## src/rtl/wt_cache_pkg.sv

```systemverilog
// Shared types and geometry for the write-through L1 dcache read-port controller.
// Holds the request/response structs, read FSM states and the cacheable-region check.
package wt_cache_pkg;

  localparam int unsigned DCACHE_SET_ASSOC    = 4;
  localparam int unsigned CACHE_ID_WIDTH      = 2;
  localparam int unsigned DCACHE_OFFSET_WIDTH = 4;
  localparam int unsigned DCACHE_INDEX_WIDTH  = 12;
  localparam int unsigned DCACHE_CL_IDX_WIDTH = DCACHE_INDEX_WIDTH - DCACHE_OFFSET_WIDTH;
  localparam int unsigned DCACHE_TAG_WIDTH    = 44;
  localparam int unsigned DCACHE_MAX_REPLAY_W = 4;
  localparam int unsigned DCACHE_SIG_MAX_W    = 14;

  typedef struct packed {
    logic [63:0] cached_base;
    logic [63:0] cached_len;
  } ariane_cfg_t;

  localparam ariane_cfg_t ArianeDefaultConfig = '{
    cached_base: 64'h0000_0000_8000_0000,
    cached_len:  64'h0000_0000_4000_0000
  };

  typedef struct packed {
    logic [DCACHE_INDEX_WIDTH-1:0] address_index;
    logic [DCACHE_TAG_WIDTH-1:0]   address_tag;
    logic                          tag_valid;
    logic                          data_req;
    logic [1:0]                    data_size;
    logic                          kill_req;
    logic [DCACHE_SIG_MAX_W-1:0]   signature;
  } dcache_req_i_t;

  typedef struct packed {
    logic        data_gnt;
    logic        data_rvalid;
    logic [63:0] data_rdata;
  } dcache_req_o_t;

  typedef enum logic [2:0] {
    IDLE,
    READ,
    MISS_REQ,
    MISS_WAIT,
    REPLAY_REQ,
    REPLAY_READ,
    KILL_MISS_ACK,
    KILL_MISS
  } dcache_rd_state_e;

  function automatic logic is_inside_cacheable_regions(ariane_cfg_t cfg, logic [63:0] addr);
    return (addr >= cfg.cached_base) && (addr < (cfg.cached_base + cfg.cached_len));
  endfunction

endpackage

```

## src/rtl/wt_dcache_ctrl_bounded_replay_budget.sv

```systemverilog
// Consecutive-replay counter; flags a priority read once the replay budget is spent.
module wt_dcache_replay_budget
  import wt_cache_pkg::*;
#(
  parameter int unsigned MaxReplays = 4
) (
  input  logic clk_i,
  input  logic rst_ni,
  input  logic inc_i,
  input  logic clr_i,
  input  logic replay_req_i,
  output logic prio_o
);

  logic [DCACHE_MAX_REPLAY_W-1:0] cnt_q;

  always_ff @(posedge clk_i or negedge rst_ni) begin
    if (!rst_ni) begin
      cnt_q <= '0;
    end else if (clr_i) begin
      cnt_q <= '0;
    end else if (inc_i && (cnt_q != '1)) begin
      cnt_q <= cnt_q + 1'b1;
    end
  end

  assign prio_o = replay_req_i && (cnt_q >= DCACHE_MAX_REPLAY_W'(MaxReplays));

endmodule

```

## src/rtl/wt_dcache_ctrl_bounded.sv

```systemverilog
// Load-port controller for the write-through L1 dcache with bounded-replay read priority.
// Define WT_DCACHE_CTRL_PERF_EN to add saturating hit/miss/replay counters (perf_clr_i, perf_cnt_o).
module wt_dcache_ctrl_bounded
  import wt_cache_pkg::*;
#(
  parameter logic [CACHE_ID_WIDTH-1:0] RdTxId     = CACHE_ID_WIDTH'(1),
  parameter ariane_cfg_t               ArianeCfg  = ArianeDefaultConfig,
  parameter int unsigned               SigWidth   = 14,
  parameter int unsigned               NumWays    = DCACHE_SET_ASSOC,
  parameter int unsigned               MaxReplays = 4
) (
  input  logic                           clk_i,
  input  logic                           rst_ni,
  input  logic                           cache_en_i,
  input  dcache_req_i_t                  req_port_i,
  output dcache_req_o_t                  req_port_o,
  output logic                           miss_req_o,
  input  logic                           miss_ack_i,
  input  logic                           miss_replay_i,
  input  logic                           miss_rtrn_vld_i,
  output logic [63:0]                    miss_paddr_o,
  output logic                           miss_nc_o,
  output logic [2:0]                     miss_size_o,
  output logic [CACHE_ID_WIDTH-1:0]      miss_id_o,
  output logic [NumWays-1:0]             miss_vld_bits_o,
  output logic [NumWays-1:0]             miss_ever_hit_o,
  output logic [$clog2(NumWays)-1:0]     miss_rep_way_o,
  output logic                           miss_rep_way_vld_o,
  output logic [SigWidth-1:0]            miss_signature_o,
  input  logic                           srrip_conflict_i,
  input  logic                           wr_cl_vld_i,
  output logic                           rd_req_o,
  output logic                           rd_prio_o,
  input  logic                           rd_ack_i,
  output logic [DCACHE_TAG_WIDTH-1:0]    rd_tag_o,
  output logic [DCACHE_CL_IDX_WIDTH-1:0] rd_idx_o,
  output logic [DCACHE_OFFSET_WIDTH-1:0] rd_off_o,
  output logic                           rd_tag_only_o,
  input  logic [63:0]                    rd_data_i,
  input  logic [NumWays-1:0]             rd_vld_bits_i,
  input  logic [NumWays-1:0]             rd_ever_hit_i,
  input  logic [NumWays-1:0]             rd_hit_oh_i,
  input  logic [$clog2(NumWays)-1:0]     rd_rep_way_i,
  input  logic                           rd_rep_way_vld_i,
  output logic [SigWidth-1:0]            signature_o,
  output logic                           evt_hit_o,
  output logic                           evt_miss_o,
  output logic                           evt_replay_o,
  output logic                           evt_kill_o
`ifdef WT_DCACHE_CTRL_PERF_EN
  ,
  input  logic                           perf_clr_i,
  output logic [95:0]                    perf_cnt_o
`endif
);

  dcache_rd_state_e state_d, state_q;

  logic [DCACHE_TAG_WIDTH-1:0]    tag_d, tag_q;
  logic [DCACHE_CL_IDX_WIDTH-1:0] idx_d, idx_q;
  logic [DCACHE_OFFSET_WIDTH-1:0] off_d, off_q;
  logic [1:0]                     size_d, size_q;
  logic [SigWidth-1:0]            sig_d, sig_q;
  logic [NumWays-1:0]             vld_q, ever_hit_q;
  logic [$clog2(NumWays)-1:0]     rep_way_q;
  logic                           rep_way_vld_q;
  logic                           rd_req_q, rd_ack_q;
  logic                           data_gnt, data_rvalid;
  logic                           cnt_inc, hit_clr, tag_seen;

  assign tag_seen = (state_q == READ) && req_port_i.tag_valid;

  assign idx_d  = data_gnt ? req_port_i.address_index[DCACHE_INDEX_WIDTH-1:DCACHE_OFFSET_WIDTH] : idx_q;
  assign off_d  = data_gnt ? req_port_i.address_index[DCACHE_OFFSET_WIDTH-1:0] : off_q;
  assign size_d = data_gnt ? req_port_i.data_size : size_q;
  assign tag_d  = tag_seen ? req_port_i.address_tag : tag_q;
  assign sig_d  = tag_seen ? req_port_i.signature[SigWidth-1:0] : sig_q;

  always_comb begin
    state_d      = state_q;
    rd_req_o     = 1'b0;
    miss_req_o   = 1'b0;
    data_gnt     = 1'b0;
    data_rvalid  = 1'b0;
    evt_hit_o    = 1'b0;
    evt_miss_o   = 1'b0;
    evt_replay_o = 1'b0;
    evt_kill_o   = 1'b0;
    cnt_inc      = 1'b0;
    hit_clr      = 1'b0;
    case (state_q)
      IDLE: begin
        if (req_port_i.data_req) begin
          rd_req_o = 1'b1;
          if (rd_ack_i) begin
            data_gnt = 1'b1;
            state_d  = READ;
          end
        end
      end
      READ, REPLAY_READ: begin
        rd_req_o = 1'b1;
        if (req_port_i.kill_req) begin
          data_rvalid = 1'b1;
          evt_kill_o  = 1'b1;
          state_d     = IDLE;
        end else if ((state_q == REPLAY_READ) || req_port_i.tag_valid) begin
          // a lost read port last cycle means the tag/data outputs may be stale
          if (wr_cl_vld_i || srrip_conflict_i || !rd_ack_q) begin
            state_d      = REPLAY_REQ;
            cnt_inc      = 1'b1;
            evt_replay_o = 1'b1;
          end else if ((|rd_hit_oh_i) && cache_en_i) begin
            data_rvalid = 1'b1;
            evt_hit_o   = 1'b1;
            hit_clr     = 1'b1;
            state_d     = IDLE;
            if (req_port_i.data_req && rd_ack_i) begin
              data_gnt = 1'b1;
              state_d  = READ;
            end
          end else begin
            state_d    = MISS_REQ;
            evt_miss_o = 1'b1;
          end
        end
      end
      MISS_REQ: begin
        miss_req_o = 1'b1;
        if (req_port_i.kill_req) begin
          data_rvalid = 1'b1;
          evt_kill_o  = 1'b1;
          state_d     = miss_ack_i ? KILL_MISS : KILL_MISS_ACK;
        end else if (miss_replay_i) begin
          state_d      = REPLAY_REQ;
          cnt_inc      = 1'b1;
          evt_replay_o = 1'b1;
        end else if (miss_ack_i) begin
          state_d = MISS_WAIT;
        end
      end
      MISS_WAIT: begin
        if (req_port_i.kill_req) begin
          data_rvalid = 1'b1;
          evt_kill_o  = 1'b1;
          state_d     = miss_rtrn_vld_i ? IDLE : KILL_MISS;
        end else if (miss_rtrn_vld_i) begin
          data_rvalid = 1'b1;
          state_d     = IDLE;
        end
      end
      REPLAY_REQ: begin
        rd_req_o = 1'b1;
        if (req_port_i.kill_req) begin
          data_rvalid = 1'b1;
          evt_kill_o  = 1'b1;
          state_d     = IDLE;
        end else if (rd_ack_i) begin
          state_d = REPLAY_READ;
        end
      end
      KILL_MISS_ACK: begin
        miss_req_o = 1'b1;
        if (miss_replay_i) begin
          state_d = IDLE;
        end else if (miss_ack_i) begin
          state_d = KILL_MISS;
        end
      end
      KILL_MISS: begin
        if (miss_rtrn_vld_i) state_d = IDLE;
      end
      default: state_d = IDLE;
    endcase
  end

  wt_dcache_replay_budget #(
    .MaxReplays(MaxReplays)
  ) u_budget (
    .clk_i        (clk_i),
    .rst_ni       (rst_ni),
    .inc_i        (cnt_inc),
    .clr_i        (hit_clr || (state_d == IDLE)),
    .replay_req_i (state_q == REPLAY_REQ),
    .prio_o       (rd_prio_o)
  );

  always_ff @(posedge clk_i or negedge rst_ni) begin
    if (!rst_ni) begin
      state_q       <= IDLE;
      tag_q         <= '0;
      idx_q         <= '0;
      off_q         <= '0;
      size_q        <= '0;
      sig_q         <= '0;
      vld_q         <= '0;
      ever_hit_q    <= '0;
      rep_way_q     <= '0;
      rep_way_vld_q <= 1'b0;
      rd_req_q      <= 1'b0;
      rd_ack_q      <= 1'b0;
    end else begin
      state_q  <= state_d;
      tag_q    <= tag_d;
      idx_q    <= idx_d;
      off_q    <= off_d;
      size_q   <= size_d;
      sig_q    <= sig_d;
      rd_req_q <= rd_req_o;
      rd_ack_q <= rd_ack_i;
      if (rd_req_q) begin
        vld_q         <= rd_vld_bits_i;
        ever_hit_q    <= rd_ever_hit_i;
        rep_way_q     <= rd_rep_way_i;
        rep_way_vld_q <= rd_rep_way_vld_i;
      end
    end
  end

  assign req_port_o = '{data_gnt: data_gnt, data_rvalid: data_rvalid, data_rdata: rd_data_i};

  assign rd_tag_o      = tag_d;
  assign rd_idx_o      = idx_d;
  assign rd_off_o      = off_d;
  assign rd_tag_only_o = 1'b0;
  assign signature_o   = sig_d;

  assign miss_paddr_o       = 64'({tag_q, idx_q, off_q});
  assign miss_nc_o          = ~cache_en_i |
                              ~is_inside_cacheable_regions(ArianeCfg, 64'({tag_q, {DCACHE_INDEX_WIDTH{1'b0}}}));
  assign miss_size_o        = miss_nc_o ? {1'b0, size_q} : 3'b111;
  assign miss_id_o          = RdTxId;
  assign miss_vld_bits_o    = vld_q;
  assign miss_ever_hit_o    = ever_hit_q;
  assign miss_rep_way_o     = rep_way_q;
  assign miss_rep_way_vld_o = rep_way_vld_q;
  assign miss_signature_o   = sig_q;

`ifdef WT_DCACHE_CTRL_PERF_EN
  logic [31:0] perf_hit_q, perf_miss_q, perf_replay_q;

  always_ff @(posedge clk_i or negedge rst_ni) begin
    if (!rst_ni) begin
      perf_hit_q    <= '0;
      perf_miss_q   <= '0;
      perf_replay_q <= '0;
    end else if (perf_clr_i) begin
      perf_hit_q    <= '0;
      perf_miss_q   <= '0;
      perf_replay_q <= '0;
    end else begin
      if (evt_hit_o && (perf_hit_q != '1))       perf_hit_q    <= perf_hit_q + 1'b1;
      if (evt_miss_o && (perf_miss_q != '1))     perf_miss_q   <= perf_miss_q + 1'b1;
      if (evt_replay_o && (perf_replay_q != '1)) perf_replay_q <= perf_replay_q + 1'b1;
    end
  end

  assign perf_cnt_o = {perf_replay_q, perf_miss_q, perf_hit_q};
`endif

endmodule

```

## config.mk

```make
export PLATFORM = sky130hd
export DESIGN_NAME = wt_dcache_ctrl_bounded
export DESIGN_NICKNAME = d
export VERILOG_FILES = /design/src/rtl/wt_cache_pkg.sv /design/src/rtl/wt_dcache_ctrl_bounded_replay_budget.sv /design/src/rtl/wt_dcache_ctrl_bounded.sv
export SDC_FILE = /design/constraint.sdc
export NUM_CORES = 1
export LEC_CHECK = 0
export ABC_AREA = 1
export CAP_MARGIN = 20
export CORE_AREA = 2 2 157 159
export CTS_CLUSTER_SIZE = 40
export DETAILED_ROUTE_END_ITERATION = 7
export DIE_AREA = 0 0 159 161
export SLEW_MARGIN = 20
export SYNTH_ARGS = -nofsm -noshare
export SYNTH_HDL_FRONTEND = slang
export SYNTH_SLANG_ARGS = --single-unit
export TNS_END_PERCENT = 50
```

## constraint.sdc

```tcl
create_clock -name clk_i -period 4.55 [get_ports clk_i]
set_input_delay 1.365 -clock clk_i [delete_from_list [all_inputs] [get_ports clk_i]]
set_output_delay 1.365 -clock clk_i [all_outputs]
set_load 0.02 [all_outputs]
```

==> qor.log <==
INFO  synth          postSynth.topFlopCell=sky130_fd_sc_hd__dfrtp_1
INFO  timing         maxSlewHeadroom=61.3%
INFO  finish         ff_latch_area=2300um^2
INFO  grt            grt_first_pass_wirelength=24100um
INFO  grt            antenna_found_initial=0
INFO  synth          synth-warning-count=0
INFO  worst_hold_path min-delay-path-class=register to register
INFO  synth          synth_commonest_cells=92 x sky130_fd_sc_hd__dfrtp_1, 80 x sky130_fd_sc_hd__buf_4, 70 x sky130_fd_sc_hd__nand2_1
INFO  placement      placed_wire_length_estimate_after_detailed_placement=12800um
INFO  timing         report.final.hold_viol_count=0
INFO  finish         diodes=0
INFO  drt            drt-total-wl=16100um
INFO  timing         final-setup-viol-count=0
INFO  synth          synth_enable_flop_cells=0
INFO  placement      gp_congestion=0.788
INFO  placement      total_placed_instance_area=7410um^2
INFO  synth          synth.top_cells.by_area=sky130_fd_sc_hd__dfrtp_1 48%, sky130_fd_sc_hd__mux2_4 16%, sky130_fd_sc_hd__buf_4 12%
INFO  power          power.ir.vdd_worst=0.353mV
INFO  timing         period_share=97.3%
INFO  power          cellLeakagePower=0.00365uW
INFO  timing         layout_min_cycle_time=4430ps
INFO  clock_network  cts_tree=yes
INFO  synth          yosys_register_bits=92
INFO  clock_network  postCtsSetupRepairBufs=0
INFO  setup_path     path_max_fanout=3
INFO  finish         nets=827
INFO  die            floorplan.io_pins=402
INFO  synth          synth_top_area_cell=sky130_fd_sc_hd__dfrtp_1
INFO  clock_network  cts_htree_levels=3
INFO  clock_network  clock-sinks=92
INFO  timing         maxSlewViolCount=0
INFO  drt            vias_per_cell=3.87
INFO  clock_network  clock_path_buffers=2
INFO  timing         finalClockSkew=12.8ps
INFO  finish         multi_input_combinational_cell_area=1770um^2
INFO  finish         finish.instance_area=7610um^2
INFO  timing         max_freq=226MHz
INFO  clock_network  post_cts_resize_count=78
INFO  placement      io_buffers=262
INFO  die            dieWidth=159um
INFO  outcome        run_status=completed
INFO  drt            via_count=3837
INFO  synth          yosysTopAreaCellShare=47.5%
INFO  clock_network  clk_latency=350ps
INFO  grt            grt_overflow_total=0
INFO  synth          synth-async-reset-ratio=100%
INFO  drt            drt_first_iter_violations=118
INFO  setup_path     worst_setup_path_end_kind=output port
INFO  synth          post_synth_inst_count=448
INFO  die            core_region_area=24000um^2
INFO  die            die_area=25600um^2
INFO  die            num_rows=57
INFO  grt            gr-usage-all-layers=12.5%
INFO  timing         tightestPinTransition=581ps
INFO  grt            grt_pass1_vias=3976
INFO  clock_network  cts-root-buf=sky130_fd_sc_hd__clkbuf_16
INFO  drt            number_of_nets_with_antenna_violations_after_detailed_routing=0
INFO  synth          most_frequently_used_cell_type_in_the_post_synthesis_netlist=sky130_fd_sc_hd__dfrtp_1
INFO  setup_path     setup.worst_path.class=input port to output port
INFO  clock_network  cts_hold_buf=0
INFO  clock_network  clk_transition_reported_paths=70ps
INFO  synth          avgSynthCellArea=10.8um^2
INFO  drt            route.detailed.drc=0
INFO  drt            detail_route.first_pass.iterations=4
INFO  grt            grt_max_degree=44
INFO  timing         hold-worst-slack=508ps
INFO  finish         flow.area_growth_from_synthesis=57.0%
INFO  setup_path     critical_path.startpoint_type=input port
INFO  timing         setup_repair_after_global_routing_missed_its_margin=no
INFO  setup_path     cp.arrival=3060ps
INFO  synth          synth.yosys.seq_area_share=47.5%
INFO  flow_run       timing.max_cap.violations=0
INFO  timing         final.setup.worst_slack=121ps
INFO  power          power=5670uW
INFO  setup_path     cp.required=3180ps
INFO  finish         final_core_utilization=31.7%
INFO  clock_network  cts_inserted_buffers=9
INFO  synth          post_synth_instance_area=4840um^2
INFO  drt            wire_per_inst=16.3um
INFO  die            initial_core_util=20.2%
INFO  placement      preCtsSetupSlack=-305ps
INFO  power          pwr_density_cell=745nW/um^2
INFO  die            chipHeight=161um
INFO  synth          synth.distinct_cells=27
INFO  finish         fill_cells=2528
INFO  finish         share_of_final_layout_standard_cells_stronger_than_drive_strength_1=19.5%
==> kinds of logic after synthesis <==
logic type,Yosys count,synth area share (%)
flip-flops,92,47.5
buffers and inverters,121,16.8
AO/OA/AOI/OAI,13,1.50
multiplexers,65,19.1
adder cells (fa/ha/maj),1,0.258
other,2,0.155
AND/OR/NAND/NOR,154,14.6
==> report_power, final <==
group	switching, uW	total [uW]	internal (uW)
combinational	1780	3350	1570
clock	379	819	440
sequential	304	1500	1190
total	2460	5670	3200
==> sequential cells by signal (all words and copies together) (netlist names), 3 cells and up <==
| name | cells |
|---|---|
| u_budget.cnt_q | 4 |
| tag_q | 44 |
| miss_vld_bits_o | 4 |
| state_q | 3 |
| idx_q | 8 |
| miss_signature_o | 14 |
| miss_ever_hit_o | 4 |
| off_q | 4 |
==> cell usage in the layout (no fill, tap or decap), types with 2 or more instances in the layout <==
cell                              Yosys  routed
sky130_fd_sc_hd__buf_12               0       2
sky130_fd_sc_hd__and2_1               2       2
sky130_fd_sc_hd__nand2_2              2       3
sky130_fd_sc_hd__mux2_4              52      52
sky130_fd_sc_hd__dfrtp_1             92      92
sky130_fd_sc_hd__clkbuf_16            0       9
sky130_fd_sc_hd__nand2_4              2       2
sky130_fd_sc_hd__clkbuf_2             0      11
sky130_fd_sc_hd__nor2_2               1       2
sky130_fd_sc_hd__nand3_1             27      27
sky130_fd_sc_hd__nor2_1              33      32
sky130_fd_sc_hd__nor4_1               3       3
sky130_fd_sc_hd__dlymetal6s2s_1       0       2
sky130_fd_sc_hd__inv_1               30      30
sky130_fd_sc_hd__clkinvlp_4           0       2
sky130_fd_sc_hd__nand4_1              5       5
sky130_fd_sc_hd__mux2_2              13      13
sky130_fd_sc_hd__nor2_4               2       2
sky130_fd_sc_hd__clkdlybuf4s50_1      0     183
sky130_fd_sc_hd__dlygate4sd2_1        0      63
sky130_fd_sc_hd__nand2_1             70      69
sky130_fd_sc_hd__buf_4               80      22
sky130_fd_sc_hd__nor3_1               5       5
sky130_fd_sc_hd__conb_1               2      11
sky130_fd_sc_hd__o21ai_0              5       5
sky130_fd_sc_hd__nand3_4              2       2
sky130_fd_sc_hd__clkinv_8             0       2
sky130_fd_sc_hd__inv_6                1       3
sky130_fd_sc_hd__a21oi_1              6       6
==> worst max-delay path, cell delays in order <==
cell	delay, ps
sky130_fd_sc_hd__clkdlybuf4s50_1	560
sky130_fd_sc_hd__nand2_1	100
sky130_fd_sc_hd__nor4_1	220
sky130_fd_sc_hd__nand2_1	110
sky130_fd_sc_hd__nor2_1	140
sky130_fd_sc_hd__inv_1	80
sky130_fd_sc_hd__nand2_1	110
sky130_fd_sc_hd__dlygate4sd2_1	370
==> final timing paths <==
check	depth (start not counted)	to	slack, ps	start
setup / recovery	8	miss_size_o[0]	120	cache_en_i
hold reg to reg	1	miss_vld_bits_o[0]	510	miss_vld_bits_o[0]
min in group asynchronous	1	tag_q[14]	990	rst_ni
setup reg to reg	8	size_q[1]	2680	state_q[0]
hold / removal	1	miss_vld_bits_o[0]	510	miss_vld_bits_o[0]
max in group asynchronous	2	miss_ever_hit_o[0]	2700	rst_ni
==> layout make-up <==
cell class	instances	share of cell area, %
clock buffer	9	2.96
inverter	31	1.60
sequential	92	30.3
tap	324	5.33
timing repair buffer	285	35.4
multi-input combinational	244	23.2
clock inverter	7	1.25
==> layer usage <==
metal	global-route usage [%]	part of all wire, %	vias up
met5	0	0	-
met4	4.13	2.0	0
met3	4.52	8.0	30
met2	20.5	49	180
met1	15.2	41	1833
li1	-	-	1794
==> through the flow <==
step,std cells,TNS [ps]
floorplan,457,0
global placement,976,-6280
detailed placement,976,-6400
CTS,992,-8.59
global route,992,0
finish,992,0
Power figures use the tool's default switching activity.
